`src/rtl/rational_resampler_5_3_pkg.sv`:
```
// Shared constants and FSM state type for the 5/3 polyphase resampler.
package resampler_pkg;

  localparam int L         = 5;   // interpolation factor (number of phases)
  localparam int M         = 3;   // decimation factor (phase step per output)
  localparam int TAPS      = 8;   // taps per phase
  localparam int COEF_FRAC = 17;  // Q1.17 coefficients
  localparam int ACC_W     = 37;  // accumulator width

  typedef enum logic [1:0] {
    WAIT_IN,
    MAC,
    OUT
  } state_t;

endpackage

```
`src/rtl/rational_resampler_5_3_if.sv`:
```
// Sample-in / sample-out handshakes plus the read-only coefficient RAM port.
interface rational_resampler_5_3_if #(
  parameter int DATA_W = 16,
  parameter int ADDR_W = 6
);

  logic signed [DATA_W-1:0] in_data;
  logic                     in_valid;
  logic                     in_ready;
  logic signed [DATA_W-1:0] out_data;
  logic                     out_valid;
  logic                     out_ready;
  logic [ADDR_W-1:0]        coef_address;
  logic                     coef_clken;
  logic [31:0]              coef_readdata;

  // Environment side: sample source, sink and coefficient RAM.
  modport master (
    output in_data, in_valid, out_ready, coef_readdata,
    input  in_ready, out_data, out_valid, coef_address, coef_clken
  );

  // Resampler side.
  modport slave (
    input  in_data, in_valid, out_ready, coef_readdata,
    output in_ready, out_data, out_valid, coef_address, coef_clken
  );

endinterface

```
`src/rtl/rational_resampler_5_3_mac.sv`:
```
// Signed multiply-accumulate with round-half-up and saturation to DATA_W.
module resampler_mac #(
  parameter int DATA_W = 16,
  parameter int COEF_W = 18
) (
  input  logic                     i_clk,
  input  logic                     i_rst,
  input  logic                     i_clear,
  input  logic                     i_en,
  input  logic                     i_done,
  input  logic signed [DATA_W-1:0] i_x,
  input  logic signed [COEF_W-1:0] i_coef,
  output logic signed [DATA_W-1:0] o_result
);
  import resampler_pkg::*;

  localparam logic signed [ACC_W-1:0] HALF    = ACC_W'(1) << (COEF_FRAC - 1);
  localparam logic signed [ACC_W-1:0] SAT_MAX = ACC_W'((1 << (DATA_W - 1)) - 1);
  localparam logic signed [ACC_W-1:0] SAT_MIN = ~SAT_MAX;

  logic signed [DATA_W+COEF_W-1:0] w_prod;
  logic signed [ACC_W-1:0]         w_sum;
  logic signed [ACC_W-1:0]         r_acc;
  logic signed [DATA_W-1:0]        r_result;

  function automatic logic signed [DATA_W-1:0] round_sat(input logic signed [ACC_W-1:0] a);
    logic signed [ACC_W-1:0] s;
    s = (a + HALF) >>> COEF_FRAC;
    if (s > SAT_MAX) return SAT_MAX[DATA_W-1:0];
    if (s < SAT_MIN) return SAT_MIN[DATA_W-1:0];
    return s[DATA_W-1:0];
  endfunction

  assign w_prod   = i_x * i_coef;
  assign w_sum    = r_acc + ACC_W'(w_prod);
  assign o_result = r_result;

  // Accumulate one tap product per enabled cycle; cleared at the start of each output.
  always_ff @(posedge i_clk) begin
    if (i_clear)   r_acc <= '0;
    else if (i_en) r_acc <= w_sum;
  end

  // The final product bypasses the accumulator straight into the rounded output register.
  always_ff @(posedge i_clk or posedge i_rst) begin
    if (i_rst)               r_result <= '0;
    else if (i_en && i_done) r_result <= round_sat(w_sum);
  end

endmodule

```
`src/rtl/rational_resampler_5_3.sv`:
```
// 5/3 polyphase resampler: FSM, phase stepping and delay line; MAC in resampler_mac.
module rational_resampler_5_3 #(
  parameter int DATA_W = 16,
  parameter int COEF_W = 18,
  parameter int TAPS   = 8,
  parameter int ADDR_W = 6
) (
  input logic clk,
  input logic reset,
  rational_resampler_5_3_if.slave bus
);
  import resampler_pkg::*;

  localparam int                K_W    = $clog2(TAPS + 1);
  localparam int                X_W    = $clog2(TAPS);
  localparam logic [K_W-1:0]    K_LAST = K_W'(TAPS);
  localparam logic [2:0]        PH_L   = 3'(L);
  localparam logic [2:0]        PH_M   = 3'(M);
  localparam logic [ADDR_W-1:0] A_L    = ADDR_W'(L);

  state_t                   r_state, w_state_nxt;
  logic [2:0]               r_p, w_p_nxt, w_pn;
  logic [K_W-1:0]           r_k;
  logic signed [DATA_W-1:0] r_x [TAPS];
  logic signed [DATA_W-1:0] r_x_p1;
  logic                     r_vld_p1, r_last_p1;
  logic                     w_accept, w_clear;
  logic                     w_coef_clken;
  logic [ADDR_W-1:0]        w_coef_address;
  logic signed [COEF_W-1:0] w_coef;
  logic signed [DATA_W-1:0] w_result;
  logic                     w_unused_coef_hi;

  assign w_pn             = r_p + PH_M;
  assign w_coef           = $signed(bus.coef_readdata[COEF_W-1:0]);
  assign w_unused_coef_hi = ^bus.coef_readdata[31:COEF_W];

  // Next-state, phase advance and handshake/RAM-port outputs.
  always_comb begin
    w_state_nxt    = r_state;
    w_p_nxt        = r_p;
    w_accept       = 1'b0;
    w_clear        = 1'b0;
    w_coef_clken   = 1'b0;
    w_coef_address = '0;
    bus.in_ready   = 1'b0;
    bus.out_valid  = 1'b0;
    unique case (r_state)
      WAIT_IN: begin
        bus.in_ready = ~reset;
        if (bus.in_valid && !reset) begin
          w_accept    = 1'b1;
          w_clear     = 1'b1;
          w_state_nxt = MAC;
        end
      end
      MAC: begin
        if (r_k < K_LAST) begin
          w_coef_clken   = 1'b1;
          w_coef_address = A_L * ADDR_W'(r_k) + ADDR_W'(r_p);
        end else begin
          w_state_nxt = OUT;
        end
      end
      OUT: begin
        bus.out_valid = 1'b1;
        if (bus.out_ready) begin
          if (w_pn >= PH_L) begin
            w_p_nxt     = w_pn - PH_L;
            w_state_nxt = WAIT_IN;
          end else begin
            w_p_nxt     = w_pn;
            w_clear     = 1'b1;
            w_state_nxt = MAC;
          end
        end
      end
      default: w_state_nxt = WAIT_IN;
    endcase
  end

  // Control state: FSM, phase, tap counter and the valid/last flags riding with each RAM read.
  always_ff @(posedge clk or posedge reset) begin
    if (reset) begin
      r_state   <= WAIT_IN;
      r_p       <= '0;
      r_k       <= '0;
      r_vld_p1  <= 1'b0;
      r_last_p1 <= 1'b0;
    end else begin
      r_state   <= w_state_nxt;
      r_p       <= w_p_nxt;
      if (w_clear)                            r_k <= '0;
      else if (r_state == MAC && r_k < K_LAST) r_k <= r_k + K_W'(1);
      // p0 -> p1: RAM latches the address while the matching tap sample is registered.
      r_vld_p1  <= w_coef_clken;
      r_last_p1 <= w_coef_clken && (r_k == K_LAST - K_W'(1));
    end
  end

  // Delay line starts from an all-zero history; newest sample enters at x[0].
  always_ff @(posedge clk or posedge reset) begin
    if (reset) begin
      for (int i = 0; i < TAPS; i++) r_x[i] <= '0;
    end else if (w_accept) begin
      for (int i = TAPS - 1; i > 0; i--) r_x[i] <= r_x[i-1];
      r_x[0] <= bus.in_data;
    end
  end

  // Tap sample aligned with the RAM's one-cycle read latency.
  always_ff @(posedge clk) begin
    if (w_coef_clken) r_x_p1 <= r_x[r_k[X_W-1:0]];
  end

  resampler_mac #(
    .DATA_W (DATA_W),
    .COEF_W (COEF_W)
  ) u_mac (
    .i_clk    (clk),
    .i_rst    (reset),
    .i_clear  (w_clear),
    .i_en     (r_vld_p1),
    .i_done   (r_last_p1),
    .i_x      (r_x_p1),
    .i_coef   (w_coef),
    .o_result (w_result)
  );

  assign bus.out_data     = w_result;
  assign bus.coef_address = w_coef_address;
  assign bus.coef_clken   = w_coef_clken;

endmodule

```
`src/flat_wrapper.sv`:
```
// flat-port wrapper written by rule: the top's interface ports become plain ports
module rational_resampler_5_3_flat import resampler_pkg::*;
#(
  parameter int DATA_W = 16,
  parameter int COEF_W = 18,
  parameter int TAPS   = 8,
  parameter int ADDR_W = 6
)
  (clk, reset, bus_in_data, bus_in_valid, bus_out_ready, bus_coef_readdata, bus_in_ready, bus_out_data, bus_out_valid, bus_coef_address, bus_coef_clken);
  rational_resampler_5_3_if #(.DATA_W(DATA_W), .ADDR_W(ADDR_W)) bus_i ();
  input logic clk;
  input logic reset;
  input wire logic [$bits(bus_i.in_data)-1:0] bus_in_data;
  input wire logic [$bits(bus_i.in_valid)-1:0] bus_in_valid;
  input wire logic [$bits(bus_i.out_ready)-1:0] bus_out_ready;
  input wire logic [$bits(bus_i.coef_readdata)-1:0] bus_coef_readdata;
  output wire logic [$bits(bus_i.in_ready)-1:0] bus_in_ready;
  output wire logic [$bits(bus_i.out_data)-1:0] bus_out_data;
  output wire logic [$bits(bus_i.out_valid)-1:0] bus_out_valid;
  output wire logic [$bits(bus_i.coef_address)-1:0] bus_coef_address;
  output wire logic [$bits(bus_i.coef_clken)-1:0] bus_coef_clken;
  assign bus_i.in_data = bus_in_data;
  assign bus_i.in_valid = bus_in_valid;
  assign bus_i.out_ready = bus_out_ready;
  assign bus_i.coef_readdata = bus_coef_readdata;
  assign bus_in_ready = bus_i.in_ready;
  assign bus_out_data = bus_i.out_data;
  assign bus_out_valid = bus_i.out_valid;
  assign bus_coef_address = bus_i.coef_address;
  assign bus_coef_clken = bus_i.coef_clken;
  rational_resampler_5_3 #(.DATA_W(DATA_W), .COEF_W(COEF_W), .TAPS(TAPS), .ADDR_W(ADDR_W)) u_core (.clk(clk), .reset(reset), .bus(bus_i));
endmodule
```
`config.mk`:
```
export PLATFORM = sky130hd
export DESIGN_NAME = rational_resampler_5_3_flat
export DESIGN_NICKNAME = d
export VERILOG_FILES = /design/src/rtl/rational_resampler_5_3_pkg.sv /design/src/rtl/rational_resampler_5_3_if.sv /design/src/rtl/rational_resampler_5_3_mac.sv /design/src/rtl/rational_resampler_5_3.sv /design/src/flat_wrapper.sv
export SDC_FILE = /design/constraint.sdc
export NUM_CORES = 1
export LEC_CHECK = 0
export ABC_AREA = 1
export ABC_CLOCK_PERIOD_IN_PS = 6400
export CAP_MARGIN = 20
export CORE_MARGIN = 3
export CORE_UTILIZATION = 55
export DETAILED_ROUTE_END_ITERATION = 10
export PLACE_DENSITY = 0.74
export SLEW_MARGIN = 20
export SYNTH_ARGS = -nofsm -noshare
export SYNTH_HDL_FRONTEND = slang
export SYNTH_HIERARCHICAL = 1
export SYNTH_SLANG_ARGS = --single-unit
export TNS_END_PERCENT = 20
```
`constraint.sdc`:
```
create_clock -name clk -period 6.4 [get_ports clk]
set_clock_uncertainty 0.1 [all_clocks]
set_input_delay 1.28 -clock clk [delete_from_list [all_inputs] [get_ports clk]]
set_output_delay 1.28 -clock clk [all_outputs]
set_load 0.05 [all_outputs]
```
== After elaboration in Yosys (flattened, before gate mapping) ==
Cells that the tools add are included.

* Bits in registers: 208
* Bits of input ports: 52
* Output and inout bits: 25
* Word-level logic and storage cells: 77

* $add $sub $neg: 6
* Multiply operators: 2
* Order comparisons: 5
* Equal/unequal tests: 6
* Muxes and demuxes: 31
* Bitwise operators: 2
* Reductions and logical operators: 9

{| class="wikitable"
|+ Operators by type and width
! kind !! number
|-
| $mux W16 || 6
|-
| $bmux W16 S3 || 1
|-
| $add A37 B18 Y37 const B || 1
|-
| $add A37 B34 Y37 || 1
|-
| $mul A16 B18 Y34 || 1
|-
| $gt A20 B16 Y1 const B || 1
|-
| $lt A20 B16 Y1 const B || 1
|-
| $mux W1 || 14
|-
| $mux W6 || 2
|-
| $mux W4 || 2
|-
| $add A6 B3 Y6 || 1
|-
| $mul A3 B4 Y6 const A || 1
|-
| $mux W2 || 3
|-
| $pmux W2 S3 || 1
|-
| $add A4 B1 Y4 const B || 1
|-
| $eq A4 B3 Y1 const B || 1
|-
| $ge A4 B4 Y1 const B || 1
|-
| $logic_and A1 B1 Y1 || 4
|-
| $lt A4 B4 Y1 const B || 1
|-
| $ne A2 B2 Y1 const B || 2
|-
| $not A3 Y4 || 1
|-
| $add A3 B2 Y3 const B || 1
|-
| $ge A3 B3 Y1 const B || 1
|-
| $mux W3 || 1
|-
| 11 further kinds || 11
|}

== Longest topological paths before layout ==
* Word-level depth: 10
* Depth in mapped cells: 40
* Mapped depth without buffers: 37

== By module ==
The synthesis kept the hierarchy.

{| class="wikitable"
|+ By module, submodules not included
! module !! instances !! cells each !! area an instance (µm²)
|-
| resampler_mac || 1 || 2,197 || 16,443.3
|-
| rational_resampler_5_3 || 1 || 853 || 7,297.0
|}

== Worst setup path before layout ==
OpenSTA, ideal clock, no wires.

* Path kind: input -> register
* Start point: in bus_coef_readdata[10]
* End point: reg u_core.u_mac.r_result[0], in the netlist u_core/u_mac/o_result[0]
* Arrival time: 7.570 ns
* Path slack: -1.391 ns
* Cell stages on the path: 30
* Buffers on the path: 3
* Cell sequence: clkbuf_1 -> clkbuf_1 -> nand2_1 -> fa_1 -> fa_1 -> fa_1 -> fa_1 -> inv_1 -> fa_1 -> inv_1 -> fa_1 -> inv_1 -> ha_1 -> nand2_1 -> nor2_1 -> and2_1 -> nand2_1 -> nand2_1 -> xor2_1 -> ha_1 -> nand3_1 -> nor2_2 -> nand2_1 -> nand2_1 -> nand3_1 -> nor2_2 -> nand2_2 -> a21oi_4 -> buf_6 -> a21oi_2

* Longest elaborated chain between the ends: 9
* Elaborated cells on any way between the ends: 13
* Those cells by class: add/sub (2); mul (1); order compare (2); mux (8)

{| class="wikitable"
|+ RTL lines
! element !! line !! text
|-
| from (decl) || flat_wrapper.sv:16 || <nowiki>input wire logic [$bits(bus_i.coef_readdata)-1:0] bus_coef_readdata;</nowiki>
|-
| $mul A16 B18 Y34 (*) || rational_resampler_5_3_mac.sv:34 || <nowiki>assign w_prod = i_x * i_coef;</nowiki>
|-
| $add A37 B34 Y37 (*) || rational_resampler_5_3_mac.sv:35 || <nowiki>assign w_sum = r_acc + ACC_W'(w_prod);</nowiki>
|-
| via u_core.u_mac.w_sum[16] || rational_resampler_5_3_mac.sv:22 || <nowiki>logic signed [ACC_W-1:0] w_sum;</nowiki>
|-
| $add A37 B18 Y37 (*) || rational_resampler_5_3_mac.sv:28 || <nowiki>s = (a + HALF) >>> COEF_FRAC;</nowiki>
|-
| $lt A20 B16 Y1 || rational_resampler_5_3_mac.sv:30 || <nowiki>if (s < SAT_MIN) return SAT_MIN[DATA_W-1:0];</nowiki>
|-
| $mux W1 (2 in series) || rational_resampler_5_3_mac.sv:30 ||
|-
| $mux W1 || rational_resampler_5_3_mac.sv:47 || <nowiki>else if (i_en && i_done) r_result <= round_sat(w_sum);</nowiki>
|-
| $mux W16 || rational_resampler_5_3_mac.sv:31 || <nowiki>return s[DATA_W-1:0];</nowiki>
|-
| $mux W16 (*) || rational_resampler_5_3_mac.sv:30 ||
|-
| to (signal assigned) || rational_resampler_5_3_mac.sv:47 ||
|-
| to (decl) || rational_resampler_5_3_mac.sv:24 || <nowiki>logic signed [DATA_W-1:0] r_result;</nowiki>
|}

The timed path passes the listed nets; every way through them passes the cells marked *. The select of a mux whose other input is x is not followed.
A chain may end at the register's enable or synchronous reset.

== Final worst setup path ==
* Start point: in bus_coef_readdata[17]
* End point: reg u_core.u_mac.r_result[12], in the netlist u_core/u_mac/o_result[12]

* Longest elaborated chain between the ends: 9
* Elaborated cells on any way between the ends: 13
* Those cells by class: add/sub (2); mul (1); order compare (2); mux (8)

{| class="wikitable"
|+ RTL lines
! element !! line
|-
| $mul A16 B18 Y34 (*) || rational_resampler_5_3_mac.sv:34
|-
| $add A37 B34 Y37 (*) || rational_resampler_5_3_mac.sv:35
|-
| $add A37 B18 Y37 (*) || rational_resampler_5_3_mac.sv:28
|-
| $lt A20 B16 Y1 || rational_resampler_5_3_mac.sv:30
|-
| $mux W1 (2 in series) || rational_resampler_5_3_mac.sv:30
|-
| $mux W1 || rational_resampler_5_3_mac.sv:47
|-
| $mux W16 || rational_resampler_5_3_mac.sv:31
|-
| $mux W16 (*) || rational_resampler_5_3_mac.sv:30
|}

Mark *: on every way between the ends. The rest lies on a longest branch, timed or not. The select of a mux whose other input is x is not followed.

==> summary.txt <==
STA
  • Max Slew Vio Count: 0
  • Min Hold Slack: 384 ps
  • RSZ-0062 raised after global routing: yes
  • Post-layout min period: a little over 7000 ps
  • Slew Limit Headroom: between 30% and 40%
  • Final critical-path share of the clock period: 111%
  • Worst-Margin Slew: 1030 ps
  • Endpoints failing setup: 22
  • F_max: approximately 140 MHz
  • PnR worst setup slack: -734 ps
  • Final Hold Fails: 0

GRT
  • Grt ovf: 0
  • Largest net degree at the start of global routing: 123
  • Tot GR Track Use: around 29%
  • Vias in the first global route: 21000
  • First-pass GRT wire length: about 110000 um
  • Initial antenna violation count: 0

Critical path
  • Crit path capture type: flop
  • Crit-path max cell delay: approximately 530 ps
  • CP Class: input port to flop
  • Arr. time, crit path: between 7000 and 8000 ps
  • CP Data Required Time: between 6000 and 7000 ps
  • Slowest-stage cell, CP: fa_1
  • Maximum fanout along the worst path: 8
  • CP Launch Type: input port

Synth
  • Yosys warning count: 6
  • Main combinational cell family by area after synthesis: adder cells
  • #FFs+latches synth: between 200 and 250
  • Syn nets: 3567
  • Synth async-reset ratio: between 70% and 80%
  • Mapped Cells: 3050
  • Synth Area in Compound Gates: 7.14%
  • Post-Syn Area per Cell: about 8 um^2
  • Mux cell area share after synthesis: 0%
  • Post-Synth Simple-Gate Area: around 20%
  • Post-synth top flop: dfrtp_1
  • Post-Synth XOR/XNOR Area: roughly 1.4%
  • Synth unique cells: between 40 and 50
  • Post-synth EDFFs: 16
  • Adder-cell area share of the yosys netlist: a little over a third
  • Mapped Area: 23700 um^2
  • Sequential-to-total area share from yosys stat: 21.5%

Route
  • Post-Route WL: about 64000 um
  • Drt drc: 0
  • Vias/cell: approximately 5.1
  • 1st-pass router iterations: 5
  • Drt wl/cell: approximately 16 um
  • Initial DRC count: 1627
  • Post-route antenna net violation count: 0
  • Vias: about 20000

Finish
  • Fin util: between 70% and 80%
  • Commonest cells after routing, fill and taps aside: inv_1 (702), nand2_1 (658), fa_1 (324), buf_4 (230), dfrtp_1 (153)
  • Fin nets: ~3800
  • Layout cell share with drive strength beyond 1: about a quarter
  • Diode count: 0
  • Commonest non-fill, non-tap cell in the layout: inv_1
  • Area Overhead vs Synth: 25.8%

Placed design
  • Hpwl dp: approximately 47000 um
  • I/O Buffers: 62
  • DP Worst Slack: -1890 ps
  • Gpl congestion: just over 0.9

CTS
  • Worst-case clock buffer depth: 3
  • TritonCTS sink count: between 200 and 250
  • Root Buffer: clkbuf_16
  • CTS tree: done
  • CTS H-tree depth: 1
  • Clock Pin Slew Worst Setup and Hold Paths: 60 ps
  • Worst-Skew Late Latency: 540 ps
  • CTS Buf Count: 22

Die
  • CORE AREA: approximately 42000 um^2
  • # rows: 75
  • Die X: between 200 and 250 um
  • Initial Util: between 50% and 60%
  • Die Area: about 46000 um^2
  • Ports: 77
  • Die height: 214 um

Status
  • Run status: finished with violations
  • Failing checks: negative setup slack

Flow run
  • Max Cap Viol: 0

Worst hold path
  • Hold WC Path Type: flop to flop
[layer usage]
metal	share of wire [%]	vias to the layer above	global-route usage (%)
li1	-	9458	-
met2	48	659	47.1
met3	5.5	168	3.31
met1	43	9781	40.3
met5	0	-	0
met4	3.8	0	10.4
[per-stage QoR]
stage	setup TNS (ps)	cell area (um^2)	instances
after floorplan	-10990	24300	3050
after global placement	-47830	26800	3777
after detailed placement	-49970	26800	3777
after CTS	-9260	29300	3885
after global routing	-16510	29900	3902
final	-11670	29900	3902
[cells by family (layout without fill, tap and decap cells)]
group	count (synthesis)	after routing
DFF	208	208
adders and majority gates	465	465
xor gates and xnor gates	39	39
buffers and inverters	911	1185
AOI/OAI and AO/OA	285	285
and+or+nand+nor	1142	1143
[registers in the layout (all words and copies together), names as in the netlist]
| signal | count |
|---|---|
| u_core/r_x | 128 |
| u_core/u_mac/r_acc | 37 |
| u_core/r_x_p1 | 16 |
| u_core/u_mac/o_result | 16 |
| u_core/r_k | 4 |
| u_core/r_p | 3 |
| u_core/r_state | 2 |
| u_core/r_last_p1 | 1 |
| u_core/r_vld_p1 | 1 |
[critical path: cells and delay by family]
family	cells	cell delay [ps]
adder cells (fa/ha/maj)	7	3350
AO/OA/AOI/OAI	2	240
AND/OR/NAND/NOR	16	1440
buffers and inverters	12	1100
[Yosys cell counts, types with 2 or more instances]
| cell | instances | area (um^2) |
|---|---|---|
| a21oi_1 | 99 | 495 |
| a21oi_2 | 10 | 87.6 |
| a31oi_1 | 2 | 12.5 |
| and2_1 | 7 | 43.8 |
| buf_1 | 12 | 45.0 |
| buf_2 | 13 | 65.1 |
| buf_6 | 14 | 158 |
| clkbuf_1 | 90 | 338 |
| clkinv_1 | 3 | 11.3 |
| dfrtp_1 | 155 | 3880 |
| dfxtp_1 | 37 | 741 |
| edfxtp_1 | 16 | 480 |
| fa_1 | 341 | 6830 |
| ha_1 | 124 | 1550 |
| inv_1 | 773 | 2900 |
| inv_2 | 5 | 18.8 |
| nand2_1 | 800 | 3000 |
| nand2_2 | 28 | 175 |
| nand2_4 | 3 | 33.8 |
| nand3_1 | 54 | 270 |
| nand3_2 | 8 | 80.1 |
| nand3b_1 | 3 | 22.5 |
| nand4_1 | 15 | 93.8 |
| nor2_1 | 189 | 709 |
| nor2_2 | 23 | 144 |
| nor2_4 | 2 | 22.5 |
| nor3_1 | 4 | 20.0 |
| o211ai_1 | 83 | 623 |
| o21ai_0 | 68 | 340 |
| o21ai_1 | 17 | 85.1 |
| o21bai_1 | 2 | 15.0 |
| o22ai_1 | 2 | 12.5 |
| or2_2 | 3 | 18.8 |
| xnor2_1 | 11 | 96.3 |
| xor2_1 | 28 | 245 |
[repair_timing]
action	4_1_cts	5_1_grt
gates cloned	10	0
resized for setup	398	146
buffers inserted	58	19
setup endpoints to repair	38	35
pin swaps	205	186
hold buffers	0	0
[area by class of cell]
cell class,count,area [um^2]
multi-input combinational,1932,16800
fill,3182,12500
sequential,208,5100
timing repair buffer,364,3520
inverter,781,2940
tap,577,722
clock buffer,27,621
clock inverter,13,156
[final timing paths]
path	from	endpoint	slack, ps	cells past startpoint
worst max-delay path	bus_coef_readdata[17]	u_core/u_mac/o_result[12]$_DFFE_PP0P_	-730	37
worst min-delay path	u_core/r_x[110]$_DFFE_PP0P_	u_core/r_x[110]$_DFFE_PP0P_	380	2
worst max register to register	u_core/r_x_p1[3]$_DFFE_PP_	u_core/u_mac/o_result[12]$_DFFE_PP0P_	-330	36
worst min register to register	u_core/r_x[110]$_DFFE_PP0P_	u_core/r_x[110]$_DFFE_PP0P_	380	2
max in group asynchronous	reset	u_core/r_x[15]$_DFFE_PP0P_	3760	3
min in group asynchronous	reset	u_core/u_mac/o_result[0]$_DFFE_PP0P_	1320	2
Power is left out: the tool's default activity adds up to more than one toggle a clock period on the data nets, which glitch-free logic cannot reach.
